<file path="config.mk">
export PLATFORM = sky130hd
export DESIGN_NAME = reg_write_arbiter
export DESIGN_NICKNAME = d
export VERILOG_FILES = /design/src/rtl/reg_write_arbiter_pkg.sv /design/src/rtl/reg_write_arbiter_rr_pick2.sv /design/src/rtl/reg_write_arbiter.sv
export SDC_FILE = /design/constraint.sdc
export NUM_CORES = 1
export LEC_CHECK = 0
export ABC_CLOCK_PERIOD_IN_PS = 3100
export CAP_MARGIN = 20
export CORE_UTILIZATION = 34
export CTS_CLUSTER_DIAMETER = 200
export CTS_CLUSTER_SIZE = 10
export DETAILED_ROUTE_END_ITERATION = 16
export PLACE_DENSITY = 0.72
export SLEW_MARGIN = 20
export SYNTH_ARGS = -nofsm -noshare
export SYNTH_HDL_FRONTEND = slang
export SYNTH_SLANG_ARGS = --single-unit
export TNS_END_PERCENT = 30
</file>
<file path="constraint.sdc">
create_clock -name clk -period 3.1 [get_ports clk]
set_clock_uncertainty 0.05 [all_clocks]
set_input_delay 0.62 -clock clk [delete_from_list [all_inputs] [get_ports clk]]
set_output_delay 0.62 -clock clk [all_outputs]
set_load 0.05 [all_outputs]
</file>
<file path="src/rtl/reg_write_arbiter_pkg.sv">
// Shared definitions for the register write arbiter:
// FSM encoding, register bank addresses and default address limit.
package reg_write_arbiter_pkg;

    typedef enum logic [1:0] {
        IDLE   = 2'd0,
        COMMIT = 2'd1,
        ACK    = 2'd2
    } arb_state_t;

    localparam int DEF_MAX_ADDRESS = 4;

    localparam logic [6:0] ADDR_OUT_LO = 7'd0;
    localparam logic [6:0] ADDR_OUT_HI = 7'd1;
    localparam logic [6:0] ADDR_PWM_LO = 7'd2;
    localparam logic [6:0] ADDR_PWM_HI = 7'd3;
    localparam logic [6:0] ADDR_DUTY   = 7'd4;

endpackage

</file>
<file path="src/rtl/reg_write_arbiter_rr_pick2.sv">
// Two-way round-robin picker.
// Ports: req_a/req_b requests, last_b (last grant went to B), grant_b (1 = B wins).
module rr_pick2 (
    input  logic req_a,
    input  logic req_b,
    input  logic last_b,
    output logic grant_b
);

    // B wins when alone, or on a tie when A was served last.
    assign grant_b = req_b & (~req_a | ~last_b);

endmodule

</file>
<file path="src/rtl/reg_write_arbiter.sv">
// Arbitrates register writes from two requesters into a 5-byte bank.
// Ports: clk, rst_n (sync, active-low), a_/b_ req/addr/data/ack/err, bank outputs, busy.
module reg_write_arbiter
    import reg_write_arbiter_pkg::*;
#(
    parameter int MAX_ADDRESS = DEF_MAX_ADDRESS
) (
    input  logic       clk,
    input  logic       rst_n,
    input  logic       a_req,
    input  logic [6:0] a_addr,
    input  logic [7:0] a_data,
    output logic       a_ack,
    output logic       a_err,
    input  logic       b_req,
    input  logic [6:0] b_addr,
    input  logic [7:0] b_data,
    output logic       b_ack,
    output logic       b_err,
    output logic [7:0] en_reg_out_7_0,
    output logic [7:0] en_reg_out_15_8,
    output logic [7:0] en_reg_pwm_7_0,
    output logic [7:0] en_reg_pwm_15_8,
    output logic [7:0] pwm_duty_cycle,
    output logic       busy
);

    localparam logic [6:0] MAX_A = 7'(MAX_ADDRESS);

    arb_state_t state;
    logic       last_b;
    logic       grant_b;
    logic       lat_b;
    logic [6:0] lat_addr;
    logic [7:0] lat_data;
    logic       addr_err;

    rr_pick2 u_pick (
        .req_a   (a_req),
        .req_b   (b_req),
        .last_b  (last_b),
        .grant_b (grant_b)
    );

    assign addr_err = lat_addr > MAX_A;

    always_ff @(posedge clk) begin
        if (!rst_n) begin
            state           <= IDLE;
            last_b          <= 1'b1;
            lat_b           <= 1'b0;
            lat_addr        <= '0;
            lat_data        <= '0;
            a_ack           <= 1'b0;
            a_err           <= 1'b0;
            b_ack           <= 1'b0;
            b_err           <= 1'b0;
            busy            <= 1'b0;
            en_reg_out_7_0  <= '0;
            en_reg_out_15_8 <= '0;
            en_reg_pwm_7_0  <= '0;
            en_reg_pwm_15_8 <= '0;
            pwm_duty_cycle  <= '0;
        end else begin
            a_ack <= 1'b0;
            a_err <= 1'b0;
            b_ack <= 1'b0;
            b_err <= 1'b0;
            unique case (state)
                IDLE: begin
                    if (a_req || b_req) begin
                        state    <= COMMIT;
                        busy     <= 1'b1;
                        lat_b    <= grant_b;
                        last_b   <= grant_b;
                        lat_addr <= grant_b ? b_addr : a_addr;
                        lat_data <= grant_b ? b_data : a_data;
                    end
                end
                COMMIT: begin
                    state <= ACK;
                    if (!addr_err) begin
                        case (lat_addr)
                            ADDR_OUT_LO: en_reg_out_7_0  <= lat_data;
                            ADDR_OUT_HI: en_reg_out_15_8 <= lat_data;
                            ADDR_PWM_LO: en_reg_pwm_7_0  <= lat_data;
                            ADDR_PWM_HI: en_reg_pwm_15_8 <= lat_data;
                            ADDR_DUTY:   pwm_duty_cycle  <= lat_data;
                            default: ;
                        endcase
                    end
                    if (lat_b) begin
                        b_ack <= 1'b1;
                        b_err <= addr_err;
                    end else begin
                        a_ack <= 1'b1;
                        a_err <= addr_err;
                    end
                end
                ACK: begin
                    state <= IDLE;
                    busy  <= 1'b0;
                end
                default: begin
                    state <= IDLE;
                    busy  <= 1'b0;
                end
            endcase
        end
    end

endmodule

</file>
; Word level (Yosys, flattened, before mapping)
; Cells that the tools add are included.
[totals]
ff_bits = 64
input_bits = 34
out_inout_bits = 45
[op_classes]
magnitude_cmp = 1
eq_ne = 6
mux = 8
n_bitwise = 7
reduce_logical = 13
[op_table]
columns = cell, n
row1 = 3-bit AND reduction, 6
row2 = 7-bit by 2-bit == test with 1-bit output (second input constant), 2
row3 = 8-bit two-way mux, 1
row4 = 7-bit by 1-bit == test with 1-bit output (second input constant), 1
row5 = 7-bit by 3-bit == test with 1-bit output (second input constant), 1
row6 = 7-bit by 3-bit greater-than comparator with 1-bit output (second input constant), 1
row7 = 7-bit logical NOT, 1
row8 = 7-bit two-way mux, 1
row9 = 2-bit AND reduction, 3
row10 = 1-bit NOT, 5
row11 = 2-bit case mux with 2 select lines, 1
row12 = 1-bit two-way mux, 3
row13 = 3-bit OR reduction, 1
row14 = 2-bit by 1-bit == test with 1-bit output (second input constant), 1
row15 = 2-bit logical NOT, 1
row16 = 2-bit two-way mux, 1
row17 = 2-bit inequality test (second input constant), 1
row18 = 1-bit case mux with 2 select lines, 1
row19 = 1-bit bitwise AND, 1
row20 = 1-bit logical OR, 1
row21 = 1-bit bitwise OR, 1

; Longest topological paths before layout
[depth]
ltp_word = 4
ltp_mapped = 6
depth_no_buf = 3

; Hierarchy
; A second synthesis with hierarchy kept.
[hier_totals]
cells_unflattened = 244
area_unflattened_um2 = 2512.4
[modules_own_cells]
columns = module, instances, cells_each, area_per_inst_um2, seq_area_each_um2
row1 = reg_write_arbiter, 1, 243, 2501.1, 1281.2
row2 = rr_pick2, 1, 1, 11.3, 0.0

; Least setup slack after synthesis
; OpenSTA, ideal clock, no wires.
[synth_path]
path_type = input -> register
startpoint = input port a_req
endpoint = register busy
arrival_time_ps = 1543
required_ps = 2935
path_slack_ps = 1393
path_stages = 6
cell_sequence = or2_1 buf_6 and2_4 buf_6 buf_6 o21a_1
[synth_between]
elab_chain_cells = 3
[synth_lines]
columns = item, line_no
row1 = start: declaration, reg_write_arbiter.sv:10  ; input logic a_req,
row2 = 1-bit logical OR, reg_write_arbiter.sv:71  ; if (a_req || b_req) begin
row3 = 2-bit inequality test (no source line), n/a
row4 = 2-bit AND reduction (no source line), n/a
row5 = end signal: assignment, reg_write_arbiter.sv:73  ; busy <= 1'b1;
row6 = end signal: assignment, reg_write_arbiter.sv:102  ; busy <= 1'b0;
row7 = end signal: assignment, reg_write_arbiter.sv:106  ; busy <= 1'b0;
row8 = end: declaration, reg_write_arbiter.sv:25  ; output logic busy
; Every way passes these cells.
; A chain may end at the register's enable or synchronous reset.

; Final worst setup path
[layout_path]
startpoint = register en_reg_pwm_15_8[0]
endpoint = output port en_reg_pwm_15_8[0]
[layout_rtl]
columns = item, line_no
row1 = start: declaration, reg_write_arbiter.sv:23  ; output logic [7:0] en_reg_pwm_15_8,
row2 = start signal: assignment, reg_write_arbiter.sv:87  ; ADDR_PWM_HI: en_reg_pwm_15_8 <= lat_data;
; No word-level cell between the ends.

==> flow_summary_export.csv <==
group,metric,value,unit
detailed_routing,firstDrtPassIters,4,
grt,grt_pass1_vias,1996,
timing,fmax,456,MHz
finish,final.fill_count,704,
synthesis,synth_async_sr_flop_share,0,%
grt,antenna_found_initial,0,
place,portBuffers,78,
worst_setup_path,reg2reg_slack,1.22,ns
timing,max_slew.worst_pin.slew,0.665,ns
detailed_routing,wl_per_cell,13.4,µm
finish,post-route-cell-area,0.00357,mm²
detailed_routing,finalWirelength,5.88,mm
clocking,insertion_delay,0.34,ns
synthesis,synth_mux_area_share,15.5,%
clocking,htree_levels,3,
worst_setup_path,arrival,1.52,ns
die,placement_rows,31,
worst_setup_path,end_kind,"output pin",
die,start_util,35.4,%
synthesis,netlist_area,0.00258,mm²
timing,slew_violations,0,
place,place.gp.congestion,0.724,
clocking,cts_hold_buf,0,
worst_setup_path,crit_type,"flip-flop to output pin",
worst_setup_path,reg2reg_depth,3,
grt,grt_util_all_layers,16.0,%
grt,grt_max_degree,23,
detailed_routing,avgViaCountPerCell,4.79,
synthesis,synth-xor-area-share,0,%
clocking,cts_sinks,64,
die,io_pins,79,
timing,hold_slack,0.409,ns
detailed_routing,vias,2103,
timing,setup-tns-final,0,ns
synthesis,synthFlopType,"dfxtp_1",
grt,gr-total-overflow,0,
worst_setup_path,start_kind,"flip-flop",
outcome,status,"finished clean",
clocking,max-clock-path-buffers,2,
synthesis,synth_edf_count,0,
worst_setup_path,cpMaxStageDelayCell,"clkdlybuf4s50_1",
finish,final_common_cell,"nand2_1",
clocking,clk_pin_slew,0.06,ns
finish,finish.utilization,49.0,%
grt,grt_pass1_wl,9.36,mm
synthesis,yosys_register_bits,64,
detailed_routing,drt_iter0_markers,108,
synthesis,synth_top_family_by_area,"simple AND/OR/NAND/NOR gates",
finish,synthToLayoutAreaGrowth,38.3,%
worst_setup_path,path_buf_inv,1,
place,place_hpwl,4.35,mm
detailed_routing,drtAntennaViolNets,0,
power_and_ir_drop,leakage,1.48,nW
finish,multi_input_area,0.00118,mm²
finish,final_nets,371,
clocking,cts-root-buf,"clkbuf_8",
place,placed_area,0.00340,mm²
finish,layout_common_cells,"nand2_1, clkdlybuf4s50_1, dfxtp_1",
worst_setup_path,cp_max_fo,2,
finish,regArea,0.00128,mm²
place,pre_cts_ws,0.759,ns
clocking,cts_tree,"done",
timing,finalSetupViolCount,0,
synthesis,yosysWarnings,0,
timing,setup_ws,0.908,ns
synthesis,synthSimpleGateAreaFrac,18.0,%
worst_setup_path,cpPeakStageDelay,0.82,ns
worst_setup_path,critPathTopFamily,"buffers and inverters",
timing,fin_crit_sh,70.7,%
synthesis,syn_nets,296,
hold_path,min-delay-start,"pwm_duty_cycle[6]$_SDFFE_PN0P_",
die,dieArea,0.00795,mm²
timing,hold_viol,0,
synthesis,synth_compound_area_share,12.3,%
hold_path,hold_path_class,"flip-flop to flip-flop",
job,cap_viol_max_count,0,
clocking,post_cts_resized,0,
hold_path,min_path_cells,2,
timing,relSlewSlack,55.4,%
die,core,0.00729,mm²
synthesis,avgSynthCellArea,9.86,µm²
synthesis,seq_area_frac_synth,49.6,%
clocking,cts_made_buffers,9,
die,die_h,89.2,µm
power_and_ir_drop,power.density,495,mW/mm²
synthesis,ys_types,30,
clocking,postCtsSetupRepairBufs,0,
synthesis,syn_inst,262,
timing,rsz0062_at_grt,"false",
worst_setup_path,path_cells,"clkdlybuf4s50_1",
die,dieWidth,89.2,µm
hold_path,whs_endpoint,"pwm_duty_cycle[6]$_SDFFE_PN0P_",
finish,layout-drive-gt1-share,9.12,%
synthesis,synth_fa_ha_area_share,0,%
worst_setup_path,critPathRequiredTime,2.43,ns
worst_setup_path,reg2reg_from,"lat_addr[2]$_SDFFE_PN0P_",
detailed_routing,route.detailed.drc,0,
power_and_ir_drop,irDropWorstVdd,0.188,mV
worst_setup_path,reg2reg_to,"en_reg_pwm_7_0[1]$_SDFFE_PN0P_",
finish,n_antenna_cell,0,
timing,period_needed,2.19,ns
[registers in the layout (all words and copies together) (netlist names)]
signal / count
en_reg_out_15_8: 8
en_reg_out_7_0: 8
en_reg_pwm_15_8: 8
en_reg_pwm_7_0: 8
lat_data: 8
pwm_duty_cycle: 8
lat_addr: 7
state: 2
a_ack: 1
a_err: 1
b_ack: 1
b_err: 1
busy: 1
last_b: 1
lat_b: 1
[synthesized netlist by cell type (2+ instances only)]
cell type | count | area [µm²]
a21oi_1 | 16 | 80.1
a311oi_1 | 6 | 52.6
a311oi_2 | 9 | 135
and3_1 | 3 | 18.8
buf_1 | 2 | 7.51
buf_2 | 3 | 15.0
buf_4 | 3 | 22.5
buf_6 | 4 | 45.0
clkbuf_1 | 6 | 22.5
dfxtp_1 | 64 | 1280
inv_1 | 2 | 7.51
mux2i_1 | 40 | 400
nand2_1 | 79 | 297
nand4b_1 | 2 | 17.5
nor2_1 | 3 | 11.3
nor2b_1 | 3 | 18.8
nor3_1 | 2 | 10.0
o21a_1 | 2 | 15.0
o21ai_0 | 2 | 10.0
[cells by family (layout without fill, tap and decap cells)]
family | after synthesis | in the layout
and+or+nand+nor | 100 | 100
DFF | 64 | 64
muxes | 40 | 40
AOI/OAI and AO/OA | 38 | 38
buffers and inverters | 20 | 98
[power breakdown]
part | switching (W) | total, W | internal (W) | leakage, nW
registers | 0.0000270 | 0.000885 | 0.000858 | 0.521
logic | 0.000141 | 0.000252 | 0.000111 | 0.872
clock network | 0.000285 | 0.000633 | 0.000348 | 0.0886
total | 0.000454 | 0.00177 | 0.00132 | 1.48
[final cells by class]
cell class / instances / share of cell area [%]
repair buffers: 82 / 22.5
well taps: 99 / 3.47
multi-input cells: 178 / 33.1
inverters: 2 / 0.210
flip-flops and latches: 64 / 35.9
clock buffers: 14 / 4.83
[worst min-delay path, delay by kind of cell (launching register included)]
kind | cells | cell delay [ns]
flip-flops | 1 | 0.31
AND/OR/NAND/NOR | 1 | 0.05
multiplexers | 1 | 0.05
[per-stage QoR]
stage	total power (W)	std cells
final	0.00177	439
after global routing	0.00184	439
after CTS	0.00179	439
after detailed placement	0.00116	425
after global placement	0.00115	425
after floorplan	0.00107	262
[how the worst max path moves through the flow]
stage | from | to | slack (ns) | cells past startpoint
after detailed placement | a_req | lat_data[3]$_SDFFE_PN0P_ | 0.76 | 4
after floorplan | a_req | busy$_SDFFE_PN0P_ | 1.39 | 6
after global routing | en_reg_pwm_15_8[0]$_SDFFE_PN0P_ | en_reg_pwm_15_8[0] | 0.85 | 1
after CTS | en_reg_pwm_15_8[0]$_SDFFE_PN0P_ | en_reg_pwm_15_8[0] | 0.89 | 1
after global placement | a_req | lat_data[0]$_SDFFE_PN0P_ | 0.80 | 4
final | en_reg_pwm_15_8[0]$_SDFFE_PN0P_ | en_reg_pwm_15_8[0] | 0.91 | 1
[routing by layer]
| layer | vias to the layer above | wire, µm | track usage (%) |
|---|---|---|---|
| met3 | 7 | 395 | 4.25 |
| met5 | - | 0 | 0 |
| met4 | 0 | 95 | 9.09 |
| met1 | 974 | 2730 | 20.3 |
| met2 | 75 | 2660 | 24.5 |
| li1 | 1047 | - | - |
(Power assumes the default switching activity.)
